$ cat src/rtl/scan_shift_ctrl.sv
// -----------------------------------------------------------------------------
// scan_shift_ctrl
//
// Purpose:
//   Drives a test session through a DUT scan chain. Each pattern is shifted in
//   over CHAIN_LEN LOAD cycles and then captured for one cycle. The response of
//   pattern k is shifted out while pattern k+1 is loaded. A final FLUSH unloads
//   the last response. Every unloaded bit is compared against exp_in, and
//   mismatches are counted with a saturating counter.
//
// Parameters:
//   CHAIN_LEN  number of scan flops in the DUT chain
//   CNT_W      shift counter width, 2**CNT_W > CHAIN_LEN
//
// Ports:
//   CK              clock, rising edge
//   RST             synchronous active-high reset; all outputs read 0 while high
//   start           session start pulse, honoured only in IDLE
//   num_pat[15:0]   pattern count, sampled on the accepted start
//   pat_in          stimulus bit, valid in shift_req cycles
//   exp_in          expected unload bit, valid in shift_req cycles
//   scan_out        DUT chain serial output
//   shift_req       high in every shift cycle (LOAD, FLUSH)
//   scan_en         DUT scan enable
//   scan_in         DUT chain serial input
//   busy            high in every state other than IDLE
//   done            one-cycle end-of-session pulse
//   fail            sticky mismatch flag for the current session
//   err_cnt[15:0]   saturating mismatch count
//   first_fail_pat  pattern index of the first mismatch
//   first_fail_bit  shift index of the first mismatch within its unload
//
// Configuration:
//   SCAN_SHIFT_CTRL_FIRST_FAIL_EN  when defined, captures the location of the
//   first mismatch. When undefined, first_fail_* are tied to 0.
// -----------------------------------------------------------------------------
module scan_shift_ctrl #(
  parameter int CHAIN_LEN = 211,
  parameter int CNT_W     = 8
) (
  input  logic             CK,
  input  logic             RST,
  input  logic             start,
  input  logic [15:0]      num_pat,
  input  logic             pat_in,
  input  logic             exp_in,
  input  logic             scan_out,
  output logic             shift_req,
  output logic             scan_en,
  output logic             scan_in,
  output logic             busy,
  output logic             done,
  output logic             fail,
  output logic [15:0]      err_cnt,
  output logic [15:0]      first_fail_pat,
  output logic [CNT_W-1:0] first_fail_bit
);

  typedef enum logic [2:0] {
    ST_IDLE,
    ST_LOAD,
    ST_CAPTURE,
    ST_FLUSH,
    ST_DONE
  } state_t;

  state_t           r_state;
  state_t           w_state_nxt;
  logic [CNT_W-1:0] r_shift_cnt;
  logic [CNT_W-1:0] w_shift_cnt_nxt;
  logic [15:0]      r_pat_cnt;
  logic [15:0]      w_pat_cnt_nxt;
  logic [15:0]      w_pat_inc;
  logic [15:0]      r_num_pat;
  logic [15:0]      r_err_cnt;
  logic             r_fail;

  logic w_start_ok;
  logic w_shift_last;
  logic w_cmp;
  logic w_mis;
  logic w_scan_en;
  logic w_shift_req;
  logic w_scan_in;
  logic w_done;

  function automatic logic [15:0] sat_inc16(input logic [15:0] v);
    return (v == 16'hFFFF) ? v : v + 16'd1;
  endfunction

  assign w_start_ok   = start && (r_state == ST_IDLE);
  assign w_shift_last = (r_shift_cnt == CNT_W'(CHAIN_LEN - 1));
  assign w_pat_inc    = r_pat_cnt + 16'd1;

  // The pattern counter is incremented in CAPTURE, so a nonzero count during
  // LOAD means the chain holds a captured response worth comparing.
  assign w_cmp = ((r_state == ST_LOAD) && (r_pat_cnt != 16'd0)) ||
                 (r_state == ST_FLUSH);
  assign w_mis = w_cmp && (scan_out != exp_in);

  always_comb begin
    w_state_nxt     = r_state;
    w_shift_cnt_nxt = r_shift_cnt;
    w_pat_cnt_nxt   = r_pat_cnt;
    w_scan_en       = 1'b0;
    w_shift_req     = 1'b0;
    w_scan_in       = 1'b0;
    w_done          = 1'b0;
    case (r_state)
      ST_IDLE: begin
        if (start) begin
          w_pat_cnt_nxt   = 16'd0;
          w_shift_cnt_nxt = '0;
          w_state_nxt     = (num_pat == 16'd0) ? ST_DONE : ST_LOAD;
        end
      end
      ST_LOAD: begin
        w_scan_en   = 1'b1;
        w_shift_req = 1'b1;
        w_scan_in   = pat_in;
        if (w_shift_last) begin
          w_shift_cnt_nxt = '0;
          w_state_nxt     = ST_CAPTURE;
        end else begin
          w_shift_cnt_nxt = r_shift_cnt + 1'b1;
        end
      end
      ST_CAPTURE: begin
        w_pat_cnt_nxt = w_pat_inc;
        w_state_nxt   = (w_pat_inc < r_num_pat) ? ST_LOAD : ST_FLUSH;
      end
      ST_FLUSH: begin
        w_scan_en   = 1'b1;
        w_shift_req = 1'b1;
        if (w_shift_last) begin
          w_shift_cnt_nxt = '0;
          w_state_nxt     = ST_DONE;
        end else begin
          w_shift_cnt_nxt = r_shift_cnt + 1'b1;
        end
      end
      ST_DONE: begin
        w_done      = 1'b1;
        w_state_nxt = ST_IDLE;
      end
      default: begin
        w_state_nxt = ST_IDLE;
      end
    endcase
  end

  always_ff @(posedge CK) begin
    if (RST) begin
      r_state     <= ST_IDLE;
      r_shift_cnt <= '0;
      r_pat_cnt   <= 16'd0;
      r_num_pat   <= 16'd0;
      r_err_cnt   <= 16'd0;
      r_fail      <= 1'b0;
    end else begin
      r_state     <= w_state_nxt;
      r_shift_cnt <= w_shift_cnt_nxt;
      r_pat_cnt   <= w_pat_cnt_nxt;
      if (w_start_ok) begin
        r_num_pat <= num_pat;
        r_err_cnt <= 16'd0;
        r_fail    <= 1'b0;
      end else if (w_mis) begin
        r_err_cnt <= sat_inc16(r_err_cnt);
        r_fail    <= 1'b1;
      end
    end
  end

`ifdef SCAN_SHIFT_CTRL_FIRST_FAIL_EN
  logic [15:0]      r_ff_pat;
  logic [CNT_W-1:0] r_ff_bit;

  // The unload in progress belongs to the pattern before the current count.
  // In FLUSH the count equals num_pat, so this also names the last pattern.
  always_ff @(posedge CK) begin
    if (RST) begin
      r_ff_pat <= 16'd0;
      r_ff_bit <= '0;
    end else if (w_start_ok) begin
      r_ff_pat <= 16'd0;
      r_ff_bit <= '0;
    end else if (w_mis && !r_fail) begin
      r_ff_pat <= r_pat_cnt - 16'd1;
      r_ff_bit <= r_shift_cnt;
    end
  end

  assign first_fail_pat = RST ? 16'd0 : r_ff_pat;
  assign first_fail_bit = RST ? '0    : r_ff_bit;
`else
  assign first_fail_pat = 16'd0;
  assign first_fail_bit = '0;
`endif

  // Outputs are forced low combinationally while reset is held.
  assign scan_en   = !RST && w_scan_en;
  assign shift_req = !RST && w_shift_req;
  assign scan_in   = !RST && w_scan_in;
  assign busy      = !RST && (r_state != ST_IDLE);
  assign done      = !RST && w_done;
  assign fail      = !RST && r_fail;
  assign err_cnt   = RST ? 16'd0 : r_err_cnt;

endmodule

$ cat config.mk
export PLATFORM = sky130hd
export DESIGN_NAME = scan_shift_ctrl
export DESIGN_NICKNAME = d
export VERILOG_FILES = /design/src/rtl/scan_shift_ctrl.sv
export SDC_FILE = /design/constraint.sdc
export NUM_CORES = 1
export LEC_CHECK = 0
export CORE_MARGIN = 4
export CORE_UTILIZATION = 50
export DETAILED_ROUTE_END_ITERATION = 16
export PLACE_DENSITY = 0.77
export SLEW_MARGIN = 10
export SYNTH_ARGS = -nofsm -noshare
export SYNTH_HDL_FRONTEND = slang
export SYNTH_SLANG_ARGS = --single-unit
$ cat constraint.sdc
create_clock -name CK -period 3.3 [get_ports CK]
set_input_delay 0.66 -clock CK [delete_from_list [all_inputs] [get_ports CK]]
set_output_delay 0.66 -clock CK [all_outputs]
set_load 0.05 [all_outputs]
==> run_results.csv, run 1 <==
group,metric,value,unit
power_and_ir_drop,power_density,396,nW/µm²
synthesis,synth_top_area_share,32.0,%
detailed_routing,drtAntennaViolNets,0,
timing,worstMarginPinSlew,719,ps
power_and_ir_drop,combPwrFrac,12.0,%
power_and_ir_drop,p_seq_share,43.3,%
timing,period_needed,2830,ps
power_and_ir_drop,intPower,0.00128,W
synthesis,async_flop_share,0,%
timing,drv_slew,0,
min_path,holdPathEnd,"r_num_pat[12]$_SDFFE_PP0P_",
placement,place.gp.congestion,0.887,
cts,clk-insertion-delay-late,340,ps
global_routing,grt_use_met2,31.9,%
power_and_ir_drop,power,0.00173,W
min_path,hold_start,"r_num_pat[12]$_SDFFE_PP0P_",
cts,clkSinkCount,60,
min_path,worstHoldPathType,"reg2reg",
synthesis,synth-edff-count,0,
critical_path,cp.required,2640,ps
global_routing,grt_pass1_vias,3024,
synthesis,synthFlopType,"dfxtp_1",
timing,fin_ws,472,ps
synthesis,synth-simple-area-share,30.5,%
global_routing,met3_usage,3.35,%
global_routing,grt_max_degree,40,
power_and_ir_drop,p_sw_share,25.8,%
global_routing,track_usage,19.2,%
detailed_routing,first_iter_violations,210,
synthesis,seq_area_frac_synth,32.0,%
cells_and_area,nNetsFinal,562,
timing,relSlewSlack,52.1,%
cells_and_area,layout_commonest_cell,"nand2_1",
timing,hold_viol_final,0,
cts,path_clk_slew,70,ps
global_routing,antenna_found_initial,0,
cts,cts_root_buffer,"clkbuf_8",
critical_path,start_kind,"flop",
floorplan,num_rows,31,
synthesis,synthMuxAreaShare,0.534,%
synthesis,synth_top_family_by_area,"simple AND/OR/NAND/NOR gates",
synthesis,yosysWarnings,0,
cts,ctsResizeCount,0,
floorplan,start_util,51.7,%
timing,rsz0062_at_grt,"no",
cells_and_area,area_growth,16.4,%
cells_and_area,fillers,668,
power_and_ir_drop,irDropWorstVdd,0.243,mV
critical_path,r2r_cells,9,
detailed_routing,wl_per_cell,13.7,µm
synthesis,synth.distinct_cells,52,
timing,fmaxAchievable,354,MHz
run,cap_violations,0,
timing,finalSetupViolCount,0,
floorplan,die_x,94.6,µm
cts,hold_buffers,0,
floorplan,dieArea,8950,µm²
power_and_ir_drop,clkPwrFrac,44.8,%
placement,placed_cells,608,
critical_path,startpoint,"r_state[0]$_SDFFE_PP0P_",
cts,cts_tree,"yes",
global_routing,use_met1,24.3,%
min_path,min_path_cells,2,
power_and_ir_drop,p_leak,1.63,nW
detailed_routing,first_pass_iters,4,
timing,timing.hold.ws,458,ps
timing,clock_skew,8.53,ps
status,status,"finished, final reports clean",
critical_path,r2r-end,"r_state[1]$_SDFFE_PP0P_",
synthesis,synth_seq_cells,60,
floorplan,die_y,94.6,µm
cells_and_area,layout_common_cells,"nand2_1 (63), dfxtp_1 (60), a21oi_1 (52)",
detailed_routing,routed_wl,8580,µm
detailed_routing,vias_per_cell,5.56,
synthesis,synth_top_area_cell,"dfxtp_1",
critical_path,worst_ep_arrival_time,2170,ps
power_and_ir_drop,switchingPower,0.000446,W
floorplan,io_pins,68,
cts,htreeDepth,3,
critical_path,crit_path_end_kind,"output pin",
synthesis,synth-compound-area-share,16.1,%
cells_and_area,n_antenna_cell,0,
cts,numCtsBuffers,9,
synthesis,syn-cell-area,3750,µm²
synthesis,synthCells,490,
cells_and_area,layout-drive-gt1-share,6.10,%
global_routing,grt_pass1_wl,13700,µm
synthesis,synthTopCellsByArea,"dfxtp_1 (32%), a21oi_1 (6.9%), ha_1 (6.7%)",
synthesis,postSynthAreaPerCell,7.66,µm²
cells_and_area,stdcell_count,624,
critical_path,reg2reg_from,"r_pat_cnt[0]$_SDFFE_PP0P_",
critical_path,crit_fanout,9,
floorplan,core-area,7250,µm²
synthesis,synthAdderAreaFrac,6.67,%
placement,port-buffer-count,43,
cts,cts.path.max_buffers,2,
critical_path,setup.worst_path.class,"reg2out",
placement,hpwl,6190,µm
cts,cts_setup_buffers,0,
global_routing,grt-ovfl-total,0,
critical_path,reg2reg_setup_slack,650,ps
detailed_routing,num_vias,3472,
placement,dpl_worst_slack,642,ps
global_routing,globalRoute.busiestLayer,"met2",
synthesis,synth-xor-area-share,3.74,%
timing,finalCritPeriodShare,85.7,%
detailed_routing,remaining_drc_errors,0,
## per-stage QoR
step	cell area (µm²)	TNS (ps)	utilization, %
after global routing	4370	0	60.2
after global placement	4130	0	56.9
after detailed placement	4130	0	56.9
final	4370	0	60.2
after CTS	4370	0	60.2
after floorplan	3840	-62.6	-
## how the worst max path moves through the flow
stage | end
after global placement | shift_req
after global routing | scan_en
final | scan_en
after detailed placement | r_err_cnt[4]$_SDFFE_PP0P_
after CTS | scan_en
after floorplan | done
## critical path, cell delays in order, from the launching register on
cell and delay [ps]:
dfxtp_1 490, nand2b_1 280, nor2_1 230, clkdlybuf4s50_1 840
## sequential cells by signal (all words and copies together), names as in the netlist
| name | count |
|---|---|
| r_num_pat | 16 |
| r_fail | 1 |
| r_shift_cnt | 8 |
| r_pat_cnt | 16 |
| r_state | 3 |
| r_err_cnt | 16 |
## power by group through the flow
| stage | combinational (W) | clock (W) | sequential [W] |
|---|---|---|---|
| finish | 0.000207 | 0.000773 | 0.000748 |
| detailed placement | 0.000206 | 0 | 0.000764 |
| floorplan | 0.000177 | 0 | 0.000760 |
| global route | 0.000225 | 0.000812 | 0.000749 |
| global placement | 0.000201 | 0 | 0.000763 |
| CTS | 0.000206 | 0.000782 | 0.000748 |
## cells in the mapped netlist, types with 3 or more instances
library cell	count
a31oi_1	4
or3_1	19
and3_1	5
nor2b_1	17
and2_1	3
xor2_1	8
nor2_1	30
nand3_1	21
a311oi_1	6
ha_1	20
o21ai_0	17
nand2_1	63
nand3b_1	3
xnor2_1	8
or4_1	9
o31ai_1	5
nand4_1	6
a41oi_1	3
buf_2	9
nand2b_1	3
a21oi_1	52
nor3_1	5
inv_1	23
dfxtp_1	60
buf_4	25
nor4b_1	7
clkbuf_1	17
nor4_1	12
## layer usage
layer  vias up  routed length [µm]
met5         -                   0
met1      1599                3910
li1       1753                   -
met3        14                 450
met2       106                4070
met4         0                 142
## layout make-up
class | instances | area, µm² | area share, %
inverters | 23 | 86.3 | 1.98
repair buffers | 48 | 458 | 10.5
flip-flops and latches | 60 | 1200 | 27.5
well taps | 99 | 124 | 2.84
clock inverters | 4 | 70.1 | 1.61
clock buffers | 12 | 165 | 3.78
multi-input cells | 378 | 2260 | 51.8
## kinds of logic after synthesis
kind of cell / count (synthesis)
AO/OA/AOI/OAI: 101
AND/OR/NAND/NOR: 215
XOR/XNOR: 16
buffers and inverters: 75
adder cells (fa/ha/maj): 20
other: 1
multiplexers: 2
flip-flops: 60
Power figures use the tool's default switching activity.
==> inputs of run 2 (changes only) <==
CORE_UTILIZATION = 43   (was 50)
PLACE_DENSITY = 0.68   (was 0.77)
==> run_results.csv, run 2 (synthesis results as in run 1) <==
group,metric,value,unit
timing,rsz0062_at_grt,"no",
cells_and_area,n_antenna_cell,0,
cells_and_area,register_area,1200,µm²
critical_path,start_kind,"flop",
floorplan,start_util,45.0,%
timing,setup-tns-final,0,ps
min_path,worstHoldPathType,"reg2reg",
timing,drv_slew,0,
status,status,"finished, final reports clean",
cts,cts_root_buffer,"clkbuf_8",
cells_and_area,multi_input_area,2260,µm²
cts,hold_buffers,0,
cells_and_area,top_regs,"r_err_cnt (16), r_num_pat (16), r_pat_cnt (16)",
timing,fmaxAchievable,358,MHz
cts,numCtsBuffers,9,
floorplan,num_rows,33,
cts,cts_setup_buffers,0,
cells_and_area,layout_commonest_cell,"nand2_1",
critical_path,crit_fanout,9,
critical_path,setup.worst_path.class,"reg2out",
placement,hpwl,6270,µm
min_path,hold_start,"r_num_pat[7]$_SDFFE_PP0P_",
cells_and_area,layout_common_cells,"nand2_1 (63), dfxtp_1 (60), a21oi_1 (52)",
timing,finalCritPeriodShare,84.7,%
cts,cts_tree,"yes",
timing,finalSetupViolCount,0,
cells_and_area,fillers,803,
timing,clock_skew,9.17,ps
timing,relSlewSlack,52.6,%
floorplan,io_pins,68,
global_routing,grt_max_degree,46,
power_and_ir_drop,power_density,357,nW/µm²
floorplan,die_y,101,µm
placement,port-buffer-count,43,
power_and_ir_drop,power,0.00154,W
detailed_routing,wl_met3,554,µm
detailed_routing,num_vias,3490,
cts,ctsResizeCount,0,
cells_and_area,layout-drive-gt1-share,6.26,%
critical_path,startpoint,"r_state[0]$_SDFFE_PP0P_",
detailed_routing,routed_wl,8740,µm
detailed_routing,top_layer,"met4",
cts,cts.path.max_buffers,2,
global_routing,grt_pass1_vias,3168,
detailed_routing,vias_per_cell,5.52,
run,cap_violations,0,
detailed_routing,first_pass_iters,7,
floorplan,core-area,8340,µm²
cells_and_area,nNetsFinal,564,
placement,place.gp.congestion,0.857,
timing,worstMarginPinSlew,712,ps
floorplan,die_x,101,µm
critical_path,reg2reg_from,"r_pat_cnt[0]$_SDFFE_PP0P_",
power_and_ir_drop,irDropWorstVdd,0.239,mV
detailed_routing,route.layer.met1.wl,3900,µm
timing,period_needed,2790,ps
cts,path_clk_slew,70,ps
cells_and_area,area_growth,15.2,%
cts,clk-insertion-delay-late,340,ps
floorplan,dieArea,10300,µm²
detailed_routing,wl_per_cell,13.8,µm
global_routing,track_usage,17.4,%
critical_path,crit_path_end_kind,"output pin",
critical_path,cp.required,2640,ps
detailed_routing,dr_wl_met2,4070,µm
timing,hold_viol_final,0,
critical_path,worst_ep_arrival_time,2130,ps
global_routing,grt-ovfl-total,0,
detailed_routing,drtAntennaViolNets,0,
detailed_routing,first_iter_violations,140,
cts,htreeDepth,3,
global_routing,grt_pass1_wl,14500,µm
global_routing,antenna_found_initial,0,
cts,clkSinkCount,60,
detailed_routing,remaining_drc_errors,0,
power_and_ir_drop,p_leak,1.60,nW
-- run 2: area by class of cell --
cell class / instances / area share (%)
Multi-Input combinational cell: 378 / 52.3
Tap cell: 105 / 3.04
Sequential cell: 60 / 27.8
Clock inverter: 5 / 0.637
Timing Repair Buffer: 50 / 10.9
Inverter: 23 / 2.00
Clock buffer: 11 / 3.27
-- run 2: worst max-delay path: stages, from the launching register on --
cell and delay (ps):
dfxtp_1 480, nand2b_1 260, nor2_1 220, clkdlybuf4s50_1 840
-- run 2: path summary, 6_finish.rpt --
kind	end	slack, ps	cells past startpoint
worst max-delay path	scan_en	510	3
worst min-delay path	r_num_pat[7]$_SDFFE_PP0P_	460	2
worst max register to register	r_state[1]$_SDFFE_PP0P_	730	9
worst min register to register	r_num_pat[7]$_SDFFE_PP0P_	460	2
-- run 2: through the flow --
step / instance area (µm²) / std cells / hold WS, ps / worst slack, ps / utilization, %
finish: 4320 / 632 / 456 / 506 / 51.8
global route: 4320 / 632 / 479 / 333 / 51.8
CTS: 4320 / 632 / 458 / 492 / 51.8
detailed placement: 4150 / 616 / 449 / 628 / 49.8
global placement: 4150 / 616 / 446 / 691 / 49.8
floorplan: 3840 / 513 / 432 / -31.3 / -
-- run 2: report_power, final --
part | total [W] | leakage (nW) | switching [W] | internal [W]
sequential | 0.000747 | 0.486 | 0.00000913 | 0.000738
combinational | 0.000207 | 1.03 | 0.000147 | 0.0000596
clock | 0.000588 | 0.0889 | 0.000301 | 0.000288
-- run 2: metal layers --
layer  track usage [%]  vias to the layer above
li1                  -                     1765
met1              21.5                     1585
met2              28.0                      121
met3              4.48                       19
met4              8.90                        0
met5                 0                        -
